--- src/rtl/or1200_trace_pkg.sv ---
// Shared constants and FSM encoding for the OR1200 retired-instruction trace buffer.
package or1200_trace_pkg;

   localparam logic [31:0] NOP_EXIT   = 32'h1500_0001;
   localparam logic [31:0] NOP_REPORT = 32'h1500_0002;
   localparam logic [31:0] NOP_PUTC   = 32'h1500_0004;

   localparam int TRACE_W = 64;

   typedef enum logic [1:0] {
      ST_IDLE = 2'd0,
      ST_RUN  = 2'd1,
      ST_HALT = 2'd2
   } trace_state_e;

endpackage

--- src/rtl/or1200_insn_trace_if.sv ---
// Writeback sample inputs and the trace record stream, bundled for the trace buffer.
interface or1200_insn_trace_if;
   import or1200_trace_pkg::*;

   logic               wb_valid_i;
   logic [31:0]        wb_insn_i;
   logic [31:0]        wb_pc_i;
   logic               m_valid_o;
   logic [TRACE_W-1:0] m_data_o;
   logic               m_ready_i;

   modport slave (
      input  wb_valid_i,
      input  wb_insn_i,
      input  wb_pc_i,
      output m_valid_o,
      output m_data_o,
      input  m_ready_i
   );

   modport master (
      output wb_valid_i,
      output wb_insn_i,
      output wb_pc_i,
      input  m_valid_o,
      input  m_data_o,
      output m_ready_i
   );

endinterface

--- src/rtl/or1200_trace_fifo.sv ---
// Synchronous first-word-fall-through FIFO with wrap-bit pointers and occupancy output.
module or1200_trace_fifo #(
   parameter int W  = 64,
   parameter int AW = 4
) (
   input  logic         clk,
   input  logic         rst,
   input  logic         push_i,
   input  logic [W-1:0] data_i,
   input  logic         pop_i,
   output logic [W-1:0] data_o,
   output logic         valid_o,
   output logic         full_o,
   output logic [AW:0]  level_o
);

   logic [W-1:0] mem [2**AW];
   logic [AW:0]  wr_ptr_q, wr_ptr_d;
   logic [AW:0]  rd_ptr_q, rd_ptr_d;
   logic         empty;
   logic         do_push;
   logic         do_pop;

   assign empty   = (wr_ptr_q == rd_ptr_q);
   assign full_o  = (wr_ptr_q[AW] != rd_ptr_q[AW]) &&
                    (wr_ptr_q[AW-1:0] == rd_ptr_q[AW-1:0]);
   assign valid_o = !empty;
   assign level_o = wr_ptr_q - rd_ptr_q;

   // A push into a full FIFO is legal only when the head leaves on the same edge.
   assign do_pop  = pop_i && !empty;
   assign do_push = push_i && (!full_o || do_pop);

   // Stale storage is masked so the head reads zero whenever nothing is queued.
   assign data_o  = empty ? '0 : mem[rd_ptr_q[AW-1:0]];

   always_comb begin
      wr_ptr_d = wr_ptr_q;
      rd_ptr_d = rd_ptr_q;
      if (do_push) wr_ptr_d = wr_ptr_q + 1'b1;
      if (do_pop)  rd_ptr_d = rd_ptr_q + 1'b1;
   end

   always_ff @(posedge clk or posedge rst) begin
      if (rst) begin
         wr_ptr_q <= '0;
         rd_ptr_q <= '0;
      end else begin
         wr_ptr_q <= wr_ptr_d;
         rd_ptr_q <= rd_ptr_d;
      end
   end

   always_ff @(posedge clk) begin
      if (do_push) mem[wr_ptr_q[AW-1:0]] <= data_i;
   end

endmodule

--- src/rtl/or1200_insn_trace.sv ---
// Retired-instruction trace buffer: capture FSM, l.nop simulation-control decode,
// overflow accounting and a FIFO draining through a valid/ready stream.
module or1200_insn_trace
   import or1200_trace_pkg::*;
#(
   parameter int DEPTH_LOG2 = 4,
   parameter int OVF_W      = 16
) (
   input  logic                  clk,
   input  logic                  rst,
   input  logic                  enable_i,
   or1200_insn_trace_if.slave    trc,
   output logic [DEPTH_LOG2:0]   level_o,
   output logic [OVF_W-1:0]      ovf_cnt_o,
   output logic                  nop_exit_o,
   output logic                  nop_report_o,
   output logic                  halted_o
);

   trace_state_e     state_q, state_d;
   logic [OVF_W-1:0] ovf_cnt_q, ovf_cnt_d;
   logic             nop_exit_q, nop_exit_d;
   logic             nop_report_q, nop_report_d;

   logic accept;
   logic pop;
   logic fifo_full;
   logic drop;
   logic is_exit;
   logic is_report;

   assign accept    = (state_q == ST_RUN) && trc.wb_valid_i;
   assign pop       = trc.m_valid_o && trc.m_ready_i;
   assign drop      = accept && fifo_full && !pop;
   assign is_exit   = accept && (trc.wb_insn_i == NOP_EXIT);
   assign is_report = accept && (trc.wb_insn_i == NOP_REPORT);

   or1200_trace_fifo #(
      .W  (TRACE_W),
      .AW (DEPTH_LOG2)
   ) u_fifo (
      .clk     (clk),
      .rst     (rst),
      .push_i  (accept),
      .data_i  ({trc.wb_pc_i, trc.wb_insn_i}),
      .pop_i   (pop),
      .data_o  (trc.m_data_o),
      .valid_o (trc.m_valid_o),
      .full_o  (fifo_full),
      .level_o (level_o)
   );

   // An exit retire wins over a simultaneous disable: once seen, capture stops for good.
   always_comb begin
      state_d = state_q;
      unique case (state_q)
         ST_IDLE: if (enable_i) state_d = ST_RUN;
         ST_RUN: begin
            if (is_exit)        state_d = ST_HALT;
            else if (!enable_i) state_d = ST_IDLE;
         end
         ST_HALT: state_d = ST_HALT;
         default: state_d = ST_IDLE;
      endcase
   end

   always_comb begin
      ovf_cnt_d    = ovf_cnt_q;
      nop_exit_d   = nop_exit_q || is_exit;
      nop_report_d = is_report;
      if (drop && (ovf_cnt_q != '1)) ovf_cnt_d = ovf_cnt_q + OVF_W'(1);
   end

   always_ff @(posedge clk or posedge rst) begin
      if (rst) begin
         state_q      <= ST_IDLE;
         ovf_cnt_q    <= '0;
         nop_exit_q   <= 1'b0;
         nop_report_q <= 1'b0;
      end else begin
         state_q      <= state_d;
         ovf_cnt_q    <= ovf_cnt_d;
         nop_exit_q   <= nop_exit_d;
         nop_report_q <= nop_report_d;
      end
   end

   assign ovf_cnt_o    = ovf_cnt_q;
   assign nop_exit_o   = nop_exit_q;
   assign nop_report_o = nop_report_q;
   assign halted_o     = (state_q == ST_HALT);

endmodule

--- src/flat_wrapper.sv ---
// flat-port wrapper written by rule: the top's interface ports become plain ports
module or1200_insn_trace_flat import or1200_trace_pkg::*;
#(
   parameter int DEPTH_LOG2 = 4,
   parameter int OVF_W      = 16
)
  (clk, rst, enable_i, level_o, ovf_cnt_o, nop_exit_o, nop_report_o, halted_o, trc_wb_valid_i, trc_wb_insn_i, trc_wb_pc_i, trc_m_valid_o, trc_m_data_o, trc_m_ready_i);
  or1200_insn_trace_if trc_i ();
  input  logic clk;
  input  logic rst;
  input  logic enable_i;
  output logic [DEPTH_LOG2:0] level_o;
  output logic [OVF_W-1:0] ovf_cnt_o;
  output logic nop_exit_o;
  output logic nop_report_o;
  output logic halted_o;
  input wire logic [$bits(trc_i.wb_valid_i)-1:0] trc_wb_valid_i;
  input wire logic [$bits(trc_i.wb_insn_i)-1:0] trc_wb_insn_i;
  input wire logic [$bits(trc_i.wb_pc_i)-1:0] trc_wb_pc_i;
  output wire logic [$bits(trc_i.m_valid_o)-1:0] trc_m_valid_o;
  output wire logic [$bits(trc_i.m_data_o)-1:0] trc_m_data_o;
  input wire logic [$bits(trc_i.m_ready_i)-1:0] trc_m_ready_i;
  assign trc_i.wb_valid_i = trc_wb_valid_i;
  assign trc_i.wb_insn_i = trc_wb_insn_i;
  assign trc_i.wb_pc_i = trc_wb_pc_i;
  assign trc_m_valid_o = trc_i.m_valid_o;
  assign trc_m_data_o = trc_i.m_data_o;
  assign trc_i.m_ready_i = trc_m_ready_i;
  or1200_insn_trace #(.DEPTH_LOG2(DEPTH_LOG2), .OVF_W(OVF_W)) u_core (.clk(clk), .rst(rst), .enable_i(enable_i), .trc(trc_i), .level_o(level_o), .ovf_cnt_o(ovf_cnt_o), .nop_exit_o(nop_exit_o), .nop_report_o(nop_report_o), .halted_o(halted_o));
endmodule
--- config.mk ---
export PLATFORM = sky130hd
export DESIGN_NAME = or1200_insn_trace_flat
export DESIGN_NICKNAME = d
export VERILOG_FILES = /design/src/rtl/or1200_trace_pkg.sv /design/src/rtl/or1200_insn_trace_if.sv /design/src/rtl/or1200_trace_fifo.sv /design/src/rtl/or1200_insn_trace.sv /design/src/flat_wrapper.sv
export SDC_FILE = /design/constraint.sdc
export NUM_CORES = 1
export LEC_CHECK = 0
export CORE_AREA = 2 2 226 339
export DETAILED_ROUTE_END_ITERATION = 10
export DIE_AREA = 0 0 228 341
export PLACE_DENSITY_LB_ADDON = 0.2
export SETUP_SLACK_MARGIN = 0.4
export SLEW_MARGIN = 10
export SYNTH_ARGS = -nofsm -noshare
export SYNTH_HDL_FRONTEND = slang
export SYNTH_SLANG_ARGS = --single-unit
--- constraint.sdc ---
create_clock -name clk -period 6.8 [get_ports clk]
set_clock_uncertainty 0.2 [all_clocks]
set_input_delay 1.7 -clock clk [delete_from_list [all_inputs] [get_ports clk]]
set_output_delay 1.7 -clock clk [all_outputs]
set_load 0.03 [all_outputs]
==> flow_summary.json, run 1 <==
{
  "path_cells": "ha_1 -> and4_2 -> nand2_2 -> o21ai_0 -> a21oi_1 -> clkdlybuf4s50_1",
  "cts_resized": 0,
  "synth_nets": 1901,
  "rows": 123,
  "relSlewSlack_pct": 24.89,
  "finish.instance_area_mm2": 0.04699,
  "worst_pin_slew_ns": 1.123,
  "cts_tree": "done",
  "rsz0062_at_grt": "false",
  "antenna_found_initial": 5,
  "yosysTopAreaCell": "edfxtp_1",
  "min_path_type": "reg -> reg",
  "core_mm2": 0.07479,
  "end_kind": "output pin",
  "die_area_mm2": 0.07775,
  "grt_pass1_vias": 20000,
  "p_per_area_mw_per_mm2": 421.9,
  "cp.depth": 6,
  "worst-path-buf-inv": 1,
  "vias": 19000,
  "gr-max-usage-layer": "met2",
  "use_met2_pct": 40.54,
  "use_met1_pct": 30.13,
  "place_congestion": 0.7405,
  "async_flop_share_pct": 2.846,
  "run_status": "finished, final reports clean",
  "r2r_cells": 6,
  "ys_warn_count": 0,
  "wl_per_cell_um": 28.63,
  "vias_per_cell": 6.153,
  "seq_area_frac_synth_pct": 77.23,
  "grt.overflow.total": 0,
  "avgSynthCellArea_um2": 22.40,
  "crit_fanout": 29,
  "cts_buffers": 92,
  "drtIter0Drc": 1814,
  "cts_htree_levels": 3,
  "p_leak_nw": 14.93,
  "cp-start-kind": "register",
  "hpwl_mm": 43.40,
  "synth-edff-count": 1024,
  "max_stage_delay_ns": 0.81,
  "postSynthCellCount": 1821,
  "clock.fmax_ghz": 0.1599,
  "setup_viol": 0,
  "path_delay_family": "simple AND/OR/NAND/NOR gates",
  "grt_max_degree": 133,
  "cts_root_buf": "clkbuf_16",
  "cts.sinks": 1054,
  "initial_core_util_pct": 54.53,
  "path_clk_slew_ns": 0.07,
  "arrival_ns": 4.35,
  "post_cts_buffers": 0,
  "placedInstanceArea_mm2": 0.04389,
  "grt_pass1_wl_mm": 130.9,
  "io-pin-count": 158,
  "hold-path-cell-count": 1,
  "synth_top_area_share_pct": 75.39,
  "area_growth_pct": 15.22,
  "required_ns": 4.90,
  "maxSlewViolCount": 0,
  "synthTopCellsByArea": "edfxtp_1 75%, mux4_2 14%, mux2_2 1.9%",
  "drive_gt1_share_pct": 25.26,
  "ys_seq_elements": 1054,
  "first_pass_iters": 6,
  "ant_nets": 0,
  "period_share_pct": 91.94,
  "grtUsageMet3_pct": 3.534,
  "fill_cells": 5126,
  "num-nets-final": 2091,
  "layout_min_cycle_time_ns": 6.252,
  "die_h_um": 341,
  "peakVddDrop_uv": 472.4,
  "numPortBuffers": 157,
  "clkLatencyLatePin_ns": 0.66,
  "synth_flop_cell": "edfxtp_1",
  "fp.dieW_um": 228,
  "synth_area_mm2": 0.04079,
  "crit_type": "reg -> out",
  "hold_viol_final": 0,
  "clockBufferDepth": 3,
  "drc": 0,
  "hold_buffers": 0,
  "synth_cell_type_count": 47,
  "maxCapViolations": 0,
  "grt_usage_pct": 23.12,
  "crit_slowest_cell": "nand2_2",
  "tns_ns": 0,
  "finalWirelength_mm": 88.40
}
worst reg2reg max path, stage by stage, from the launching register on:
cell,delay [ns]
dfrtp_1,0.68
ha_1,0.39
nand4_2,0.16
o31a_2,0.24
nand2_1,0.26
nor2_4,0.89
buf_4,0.44
worst paths after layout:
kind / start / endpoint / slack, ns
min reg2reg: u_core.state_q[1] / u_core.state_q[0] / 0.27
min in group asynchronous: rst / u_core.ovf_cnt_o[1] / 1.24
max reg2reg: u_core.u_fifo.wr_ptr_q[2] / u_core.u_fifo.mem[5][61] / 3.18
min: u_core.state_q[1] / u_core.state_q[0] / 0.27
max in group asynchronous: rst / u_core.u_fifo.rd_ptr_q[1] / 4.82
max: u_core.u_fifo.wr_ptr_q[3] / trc_m_data_o[61] / 0.55
area by class of cell:
| class | instances | area [um^2] | share of cell area (%) |
|---|---|---|---|
| Tap cell | 1000 | 1251 | 2.662 |
| Inverter | 12 | 50.05 | 0.1065 |
| Timing Repair Buffer | 193 | 2117 | 4.505 |
| Clock inverter | 54 | 586.8 | 1.249 |
| Multi-Input combinational cell | 658 | 8957 | 19.06 |
| Antenna cell | 2 | 5.005 | 0.01065 |
| Sequential cell | 1054 | 31510 | 67.05 |
| Clock buffer | 115 | 2515 | 5.352 |
state kept, by name, summed over array words and instances, names as in the netlist:
| name | flops |
|---|---|
| u_core.u_fifo.mem | 1024 |
| u_core.ovf_cnt_o | 16 |
| u_core.u_fifo.rd_ptr_q | 5 |
| u_core.u_fifo.wr_ptr_q | 5 |
| u_core.state_q | 2 |
| u_core.nop_exit_o | 1 |
| u_core.nop_report_o | 1 |
cells in the mapped netlist, types with 14 or more instances:
master    instances
mux2i_1          65
edfxtp_1       1024
buf_2            47
a21oi_1          67
mux2_2           69
o21ai_0          67
mux4_2          256
clkbuf_1         43
nand2_1          14
nor2_1           16
dfrtp_1          30
cell families after synthesis:
logic type                 count (synthesis)  synth area share [%]
AOI/OAI and AO/OA                        141                 1.804
xor gates and xnor gates                  22                0.4908
adders and majority gates                 11                0.3558
buffers and inverters                    109                 1.166
DFF                                     1054                 77.23
muxes                                    390                 17.64
and+or+nand+nor                           94                 1.319
power by group:
| part | internal [mW] | switching, mW |
|---|---|---|
| clock | 3.11 | 2.25 |
| sequential | 7.48 | 0.134 |
| combinational | 3.03 | 3.81 |
metrics by stage:
step / instances / setup slack [ns] / utilization [%] / hold WS (ns) / power (mW)
after CTS: 3086 / 0.5796 / 62.82 / 0.2678 / 20.06
final: 3088 / 0.5478 / 62.83 / 0.2650 / 19.83
after global routing: 3087 / 0.4870 / 62.83 / 0.2975 / 20.58
after detailed placement: 2917 / 1.294 / 58.68 / 0.2597 / 14.71
after global placement: 2917 / 1.339 / 58.68 / 0.2445 / 14.65
after floorplan: 1821 / 1.078 / - / 0.2294 / 12.32
cell usage in the layout, fill, tap and decap left out, types with 6 or more instances in the layout:
cell,count
clkinvlp_4,6
o21ai_0,67
xor2_1,10
mux4_2,256
buf_12,22
mux2i_1,65
ha_1,10
buf_4,14
nor4_1,11
nand4_1,10
edfxtp_1,1024
clkbuf_1,16
clkinv_2,12
nand3_1,10
clkdlybuf4s50_1,157
a21oi_1,67
xnor2_1,11
nor2_4,12
mux2_2,69
inv_1,10
clkbuf_16,97
nand2_1,13
clkinv_1,22
dfrtp_1,27
bufinv_16,13
metal layers:
layer	part of all wire, %	vias to the layer above
li1	-	8050
met4	2.1	6
met2	53	628
met3	5.8	105
met5	0.041	-
met1	39	10210
Power figures use the tool's default switching activity.
==> run 2: changes to the inputs <==
CORE_AREA = 2 2 216 325   (was 2 2 226 339)
DIE_AREA = 0 0 218 327   (was 0 0 228 341)
clock period = 6.5 ns   (was 6.8 ns; I/O delays follow)
==> run 2 against run 1 <==
- cell area is 0.52% lower
- worst setup slack worse by 0.016 ns
- routed wire length is 0.95% lower
- cell count is 2.9% lower
- sequential power is 4.9% higher
- combinational power is 4.2% higher
- critical path depth is 1 higher
- power is 3.8% higher
- first-iteration DRC count is 3.9% higher
- utilization is 5.4 points higher
- die area is 8.3% lower
- largest power group unchanged
==> flow_summary.json, run 2 (synthesis gave the netlist of run 1 again) <==
{
  "cts.sinks": 1054,
  "max_stage_delay_ns": 0.76,
  "run_status": "finished, final reports clean",
  "initial_core_util_pct": 59.54,
  "clockPowerShare_pct": 26.5,
  "ant_nets": 0,
  "period_share_pct": 91.82,
  "cp-startpoint": "u_core.u_fifo.rd_ptr_q[1]",
  "tns_ns": 0,
  "vias_per_cell": 6.396,
  "p_comb_share_pct": 34.7,
  "required_ns": 4.68,
  "wl_per_cell_um": 29.20,
  "reg2reg_to": "u_core.u_fifo.mem[13][20]",
  "crit_slowest_cell": "clkdlybuf4s50_1",
  "relSlewSlack_pct": 23.78,
  "hpwl_mm": 46.48,
  "cts_buffers": 92,
  "core_mm2": 0.06851,
  "use_met2_pct": 42.58,
  "place_congestion": 0.7652,
  "clkLatencyLatePin_ns": 0.64,
  "crit_fanout": 24,
  "p_per_area_mw_per_mm2": 440.0,
  "cts_resized": 1,
  "io-pin-count": 158,
  "drive_gt1_share_pct": 25.52,
  "p_sw_mw": 6.460,
  "area_growth_pct": 14.61,
  "numPortBuffers": 157,
  "grt_usage_pct": 25.25,
  "grt_pass1_wl_mm": 130.4,
  "r2r-start": "u_core.u_fifo.rd_ptr_q[1]",
  "post_cts_buffers": 0,
  "grt_pass1_vias": 19910,
  "num-nets-final": 2104,
  "path_cells": "inv_4 -> ha_1 -> and4_2 -> nand2_4 -> o21ai_0 -> a21oi_1 -> clkdlybuf4s50_1",
  "finalWirelength_mm": 87.56,
  "end_kind": "output pin",
  "arrival_ns": 4.14,
  "p_leak_nw": 14.94,
  "fp.dieW_um": 218,
  "worst_pin_slew_ns": 1.143,
  "grt.overflow.total": 0,
  "layout_commonest_cell": "edfxtp_1",
  "min_path_type": "reg -> reg",
  "grt_max_degree": 151,
  "drtIter0Drc": 1884,
  "cts_tree": "done",
  "hold_viol_final": 0,
  "hold_buffers": 0,
  "r2r_cells": 7,
  "clock.fmax_ghz": 0.1676,
  "use_met1_pct": 34.97,
  "cp-start-kind": "register",
  "antenna_found_initial": 4,
  "internal_power_mw": 14.11,
  "vias": 19180,
  "finish.instance_area_mm2": 0.04675,
  "largest_reg_flops": 1024,
  "layout_min_cycle_time_ns": 5.968,
  "first_pass_iters": 7,
  "crit_type": "reg -> out",
  "cts_htree_levels": 3,
  "reg2reg_slack_ns": 2.60,
  "setup_viol": 0,
  "maxSlewViolCount": 0,
  "seqPwrFrac_pct": 38.8,
  "clockBufferDepth": 3,
  "grtUsageMet3_pct": 2.934,
  "final_cell_mix": "1024 x edfxtp_1, 256 x mux4_2, 157 x clkdlybuf4s50_1",
  "cts_root_buf": "clkbuf_16",
  "critPathCapture": "trc_m_data_o[58]",
  "die_h_um": 327,
  "p_sw_share_pct": 31.40,
  "hold-path-cell-count": 1,
  "path_clk_slew_ns": 0.06,
  "die_area_mm2": 0.07129,
  "maxCapViolations": 0,
  "placedInstanceArea_mm2": 0.04376,
  "gr-max-usage-layer": "met2",
  "rows": 118,
  "drc": 0,
  "peakVddDrop_uv": 486.4,
  "rsz0062_at_grt": "false"
}
[run 2: cell types whose count changed in the layout (fill, tap and decap cells not counted), sizes merged]
cell / change
clkinvlp: -4
clkinv: +1
inv: +2
diode: +1
buf: +13
clkbuf: -1
bufinv: -1
[run 2: cell type report]
type | count | area, um^2
diodes | 3 | 7.507
clock buffers | 114 | 2406
clock inverters | 52 | 565.5
fillers | 4257 | 21760
inverters | 12 | 50.05
multi-input cells | 658 | 8955
flip-flops and latches | 1054 | 31510
well taps | 900 | 1126
repair buffers | 206 | 2127
[run 2: critical path, delay by kind of cell (launching register included)]
kind / cells / cell delay (ns)
DFF: 1 / 0.65
and+or+nand+nor: 2 / 0.62
buffers and inverters: 2 / 1.15
AOI/OAI and AO/OA: 2 / 0.70
adders and majority gates: 1 / 0.35
[run 2: worst min path at each step]
stage	start	to	slack, ns
after floorplan	u_core.state_q[1]	u_core.state_q[0]	0.23
after global placement	u_core.state_q[1]	u_core.state_q[0]	0.24
after detailed placement	u_core.state_q[1]	u_core.state_q[0]	0.26
after CTS	u_core.state_q[1]	u_core.state_q[0]	0.27
after global routing	u_core.nop_exit_o	u_core.nop_exit_o	0.30
final	u_core.state_q[1]	u_core.state_q[0]	0.28
[run 2: through the flow]
stage               utilization [%]  total power [mW]  hold slack [ns]  worst slack, ns  instances
floorplan                         -             12.89           0.2294           0.7779       1821
global placement              63.88             15.29           0.2443           0.8794       2830
detailed placement            63.88             15.34           0.2639           0.8256       2830
CTS                           68.23             20.77           0.2720           0.4595       2996
global route                  68.24             21.36           0.3007           0.4722       2999
finish                        68.24             20.57           0.2835           0.5317       2999
[run 2: power groups by stage]
stage,sequential [mW],clock [mW],combinational [mW]
floorplan,8.05,0,4.84
detailed placement,8.13,0,7.21
global route,8.01,5.78,7.57
global placement,8.10,0,7.18
finish,7.98,5.44,7.14
CTS,7.99,5.53,7.26
[run 2: layer usage]
layer,wire (um),share of wire [%]
met1,34260,39
met2,45880,52
met3,5209,5.9
met4,2192,2.5
met5,13,0.015
